File: src/rtl/rbs_pkg.sv
// Shared state encoding for the sequential ripple-borrow subtractor.
package rbs_pkg;

  typedef enum logic [1:0] {
    IDLE = 2'd0,
    RUN  = 2'd1,
    DONE = 2'd2
  } state_t;

endpackage

File: src/rtl/fs.sv
// One-bit full subtractor cell: d = a - b - bin, with borrow-out.
module fs (
  input  logic a,
  input  logic b,
  input  logic bin,
  output logic d,
  output logic bout
);

  assign d    = a ^ b ^ bin;
  assign bout = (~a & b) | (~a & bin) | (b & bin);

endmodule

File: src/rtl/rbs_seq_sub.sv
// Multi-cycle N-bit unsigned subtractor, W bits per clock through a ripple-borrow chain.
module rbs_seq_sub
  import rbs_pkg::*;
#(
  parameter int unsigned N = 64,
  parameter int unsigned W = 8
) (
  input  logic         clk,
  input  logic         rst_n,
  input  logic         in_valid,
  output logic         in_ready,
  input  logic [N-1:0] A,
  input  logic [N-1:0] B,
  output logic         out_valid,
  input  logic         out_ready,
  output logic [N-1:0] Diff,
  output logic         B_out
);

  localparam int unsigned CHUNKS = N / W;
  localparam int unsigned CW     = (CHUNKS > 1) ? $clog2(CHUNKS) : 1;
  localparam logic [CW-1:0] LAST = CW'(CHUNKS - 1);

  state_t        state;
  logic [CW-1:0] cnt;
  logic          borrow;
  logic [N-1:0]  a_sh;
  logic [N-1:0]  b_sh;

  logic [W:0]    bc;
  logic [W-1:0]  cd;
  logic [N-1:0]  diff_nxt;

  // Borrow from the previous chunk enters the bottom of the chain.
  assign bc[0] = borrow;

  for (genvar i = 0; i < W; i++) begin : g_chain
    fs u_fs (
      .a    (a_sh[i]),
      .b    (b_sh[i]),
      .bin  (bc[i]),
      .d    (cd[i]),
      .bout (bc[i+1])
    );
  end

  // Chunk result enters at the MSB end; after CHUNKS shifts chunk 0 sits at the LSBs.
  assign diff_nxt = (N'(cd) << (N - W)) | (Diff >> W);

  assign in_ready = (state == IDLE);

  // Control FSM and datapath registers with registered outputs.
  always_ff @(posedge clk or negedge rst_n) begin
    if (!rst_n) begin
      state     <= IDLE;
      cnt       <= '0;
      borrow    <= 1'b0;
      a_sh      <= '0;
      b_sh      <= '0;
      Diff      <= '0;
      B_out     <= 1'b0;
      out_valid <= 1'b0;
    end else begin
      case (state)
        IDLE: begin
          if (in_valid) begin
            a_sh   <= A;
            b_sh   <= B;
            borrow <= 1'b0;
            cnt    <= '0;
            state  <= RUN;
          end
        end
        RUN: begin
          Diff   <= diff_nxt;
          a_sh   <= a_sh >> W;
          b_sh   <= b_sh >> W;
          borrow <= bc[W];
          cnt    <= cnt + CW'(1);
          if (cnt == LAST) begin
            state     <= DONE;
            out_valid <= 1'b1;
            B_out     <= bc[W];
          end
        end
        DONE: begin
          if (out_ready) begin
            state     <= IDLE;
            out_valid <= 1'b0;
          end
        end
        default: state <= IDLE;
      endcase
    end
  end

endmodule

File: config.mk
export PLATFORM = sky130hd
export DESIGN_NAME = rbs_seq_sub
export DESIGN_NICKNAME = d
export VERILOG_FILES = /design/src/rtl/rbs_pkg.sv /design/src/rtl/fs.sv /design/src/rtl/rbs_seq_sub.sv
export SDC_FILE = /design/constraint.sdc
export NUM_CORES = 1
export LEC_CHECK = 0
export ABC_AREA = 1
export ABC_CLOCK_PERIOD_IN_PS = 8600
export BUFFER_PORTS_ARGS = -buffer_cell sky130_fd_sc_hd__clkbuf_2
export CORE_AREA = 2 2 145 147
export DETAILED_ROUTE_END_ITERATION = 10
export DIE_AREA = 0 0 147 149
export PLACE_DENSITY = 0.76
export SYNTH_ARGS = -nofsm -noshare
export SYNTH_HDL_FRONTEND = slang
export SYNTH_HIERARCHICAL = 1
export SYNTH_SLANG_ARGS = --single-unit
File: constraint.sdc
create_clock -name clk -period 8.6 [get_ports clk]
set_clock_uncertainty 0.1 [all_clocks]
set_input_delay 2.58 -clock clk [delete_from_list [all_inputs] [get_ports clk]]
set_output_delay 2.58 -clock clk [all_outputs]
set_load 0.01 [all_outputs]
==> results.txt <==
- Terminus of the critical flop-to-flop path: Diff[63]
* Gate Count Post-Synth: 1326
- Largest net degree at the start of global routing: 203
* Clock Root Buffer: sky130_fd_sc_hd__clkbuf_16
- The number of cells on the worst reg-to-reg path is 12.
- Type of the setup path with the least slack: in -> reg
- Of the cells placed in the final design, the portion with a size suffix greater than 1 is 0.165.
- For this run, the leading register cell type out of synthesis is sky130_fd_sc_hd__dfrtp_1.
- The final count of pins violating max slew is 0.
- The setup check on the worst reg-to-reg path leaves a slack of 4520 ps.
* Maximum number of buffers from clock root to sink: 2
* Clock transition at the register clock pins on the worst setup and hold paths after CTS: 70 ps
- Setup violations remaining at the end of the flow were counted as 0.
* Iteration count of the initial detailed-routing pass: 7
* All-layer global routing usage: 0.226
- Post-route ant nets: 0
* Layout overhead on the synthesized area: 15.6%
- Worst hold path startpoint: out_valid
- Clock tree synthesis inserted a total of 17 buffers.
* Remaining max-slew budget at the tightest pin: 0.200
* Via-per-instance ratio: 5.04
- Cell taking the most area after synthesis: sky130_fd_sc_hd__dfrtp_1
- Post-detailed-route wirelength per cell: 13.7 microns
* Combined area of all synthesized cells: 0.0101 sq mm
- The number of antenna violations at the first check in global routing is 0.
* TritonCTS sink count: 200
* Kind of launch point of the worst setup path: primary input
* Initial Util: 0.490
- RSZ-0062 raised after global routing: no
- The cell that appears most often on the critical path is sky130_fd_sc_hd__nand2_4.
* Total negative slack for setup checks: 0 ps
* Final worst setup slack: 4010 ps
- During I/O placement, the number of pins put on the boundary was 199.
* Type of the most critical hold path: reg -> reg
- Final critical path time including I/O delays and setup: 4590 ps
- The number of global-route vias before repair came to 8243.
* Reported max-cap violation count: 0
- Gates resized during post-CTS repair numbered 0.
* Final period utilization: 0.533
* Crit path required time: 8810 ps
- Placed standard-cell area: 0.0110 sq mm
- Worst-Margin Slew: 1200 ps
* Number of enable-type register cells in the synthesized netlist: 0
- The first global-routing pass estimated 40.1 mm of wire.
- After clock tree synthesis, the setup repair step added 0 buffers.
* Total Nets Final: 1599
- In this run the power density over the cells is 382 mW/mm^2.
* Cell types with the largest area share after synthesis: sky130_fd_sc_hd__dfrtp_1, sky130_fd_sc_hd__nand3_1, sky130_fd_sc_hd__nand2_1, sky130_fd_sc_hd__inv_1, sky130_fd_sc_hd__o21ai_0
- The largest individual stage delay along the critical path comes from the cell sky130_fd_sc_hd__nand2_4.
* Leakage power summed over all cells: 6.74 nW
* Number of diodes: 0
- Remaining routing DRC violations: 0
- Along the worst path, the maximum fanout reaches 98.
* Routability congestion estimate from global placement: 0.787
- Yosys instantiated no cell more often than sky130_fd_sc_hd__nand3_1.
- Number of endpoints with negative hold slack in the final report: 0
* Result of the run: completed
- Filler Cell Count: 1940
- Count of hold buffers inserted by post-cts repair: 0
* CTS tree: built
- Max Clk Rate: 218 MHz
- The worst setup path is captured at a flop.
- Min-Delay Endpoint: out_valid
- Ranked by instance count, the synthesized netlist is headed by sky130_fd_sc_hd__nand3_1, sky130_fd_sc_hd__nand2_1, sky130_fd_sc_hd__inv_1, sky130_fd_sc_hd__dfrtp_1, sky130_fd_sc_hd__o21ai_0.
- The die is 147 microns wide.
- Port buffering added 198 buffers.
* Multi-input combinational cell area: 0.00359 sq mm
- Of the post-synthesis cell area, the dominant cell type holds 0.497.
- Die boundary height: 149 microns
- Cell Chain, Critical Path: clkbuf_2, nand2_4, nand2_4, buf_4, o21ai_0
* Synthesized netlist net count: 1468
- Iteration-0 DRC count of the detailed router: 796
- For this run, asynchronously set or reset flops after synthesis account for 1.00.
- The routed design has 23.9 mm of wire.
- The share of the Yosys chip area taken by registers is 0.497.
* Hold-critical path depth: 2
- Mean instance size in the synthesized netlist: 7.60 sq um
* Warnings, synthesis: 6
- Die Outline Area: 0.0219 sq mm
* Arrival time worst endpoint: 4800 ps
* Maximum resistive drop on vdd: 284 uV
* Post-DP HPWL: 15.0 mm
* Final std cell area, no fill: 0.0116 sq mm
* Combined flip-flop and latch cell area: 0.00501 sq mm
- The worst register-to-register path begins at a_sh[0].
- Total gr overflow: 0
- Count of cell types in the netlist: 17
- On the worst path, the slowest cell contributes a delay of 860 ps.
- Post-synthesis sequential element count: 200
- Once layout is complete, the utilization of the core stands at 0.566.
- Placeable core region: 0.0206 sq mm
- Hold slack final: 385 ps
- Standard-cell row count: 53
- Vias: 8794
- Clk_lat worst skew: 450 ps
* Post-place setup slack: 3550 ps
- The H-tree was split into 4 levels.
[worst max path at each step]
stage	startpoint	endpoint	slack, ps
after floorplan	a_sh[0]	Diff[63]	4720
after detailed placement	in_valid	b_sh[62]	3550
after CTS	in_valid	b_sh[62]	4010
after global placement	in_valid	b_sh[55]	3590
final	in_valid	b_sh[62]	4010
after global routing	in_valid	a_sh[15]	3800
[cells by family after synthesis]
family	count (synthesis)	synth area share
simple gates	675	0.298
fa+ha+maj	10	0.0184
buf+inv	364	0.149
flops	200	0.497
compound gates	77	0.0385
[critical path: cells and delay by family]
kind / cells / cell delay (ps)
compound gates: 1 / 130
buf+inv: 2 / 820
simple gates: 2 / 1240
[area by class of cell]
| class | count | area share |
|---|---|---|
| sequential | 200 | 0.430 |
| multi-input combinational | 762 | 0.309 |
| timing repair buffer | 205 | 0.0904 |
| inverter | 271 | 0.0875 |
| clock buffer | 18 | 0.0369 |
| tap | 275 | 0.0296 |
| clock inverter | 13 | 0.0166 |
[registers in the layout (all words and copies together), names as in the netlist]
register	count
Diff	64
state	2
cnt	3
a_sh	64
b_sh	64
out_valid	1
B_out	1
borrow	1
[stage by stage]
stage | std cells | power [mW]
2_1_floorplan | 1326 | 3.11
3_3_place_gp | 1713 | 3.53
3_5_place_dp | 1713 | 3.60
4_1_cts | 1744 | 4.48
5_1_grt | 1744 | 4.87
6_report | 1744 | 4.44
[metal layers]
layer / wire (microns) / vias up / part of all wire / GRT usage
li1: - / 4351 / - / -
met1: 10700 / 4117 / 0.45 / 0.317
met2: 11200 / 288 / 0.47 / 0.358
met3: 1360 / 38 / 0.057 / 0.0391
met4: 583 / 0 / 0.024 / 0.0808
met5: 0 / - / 0 / 0
[report_power, final]
group          switching, mW  internal (mW)
Combinational           1.24          0.692
Clock                  0.373          0.491
Sequential             0.257           1.39
Total                   1.87           2.58
[cells in the final DEF (no fill, tap or decap), drive strengths merged]
| master | n |
|---|---|
| nand3 | 357 |
| nand2 | 315 |
| inv | 275 |
| clkbuf | 216 |
| dfrtp | 200 |
| o21ai | 75 |
| fa | 8 |
| buf | 7 |
| bufinv | 4 |
| clkinv | 4 |
| nor2 | 3 |
| ha | 2 |
| a21oi | 1 |
| o31ai | 1 |
| clkinvlp | 1 |
Note: power is estimated with default switching activity, not from simulation.
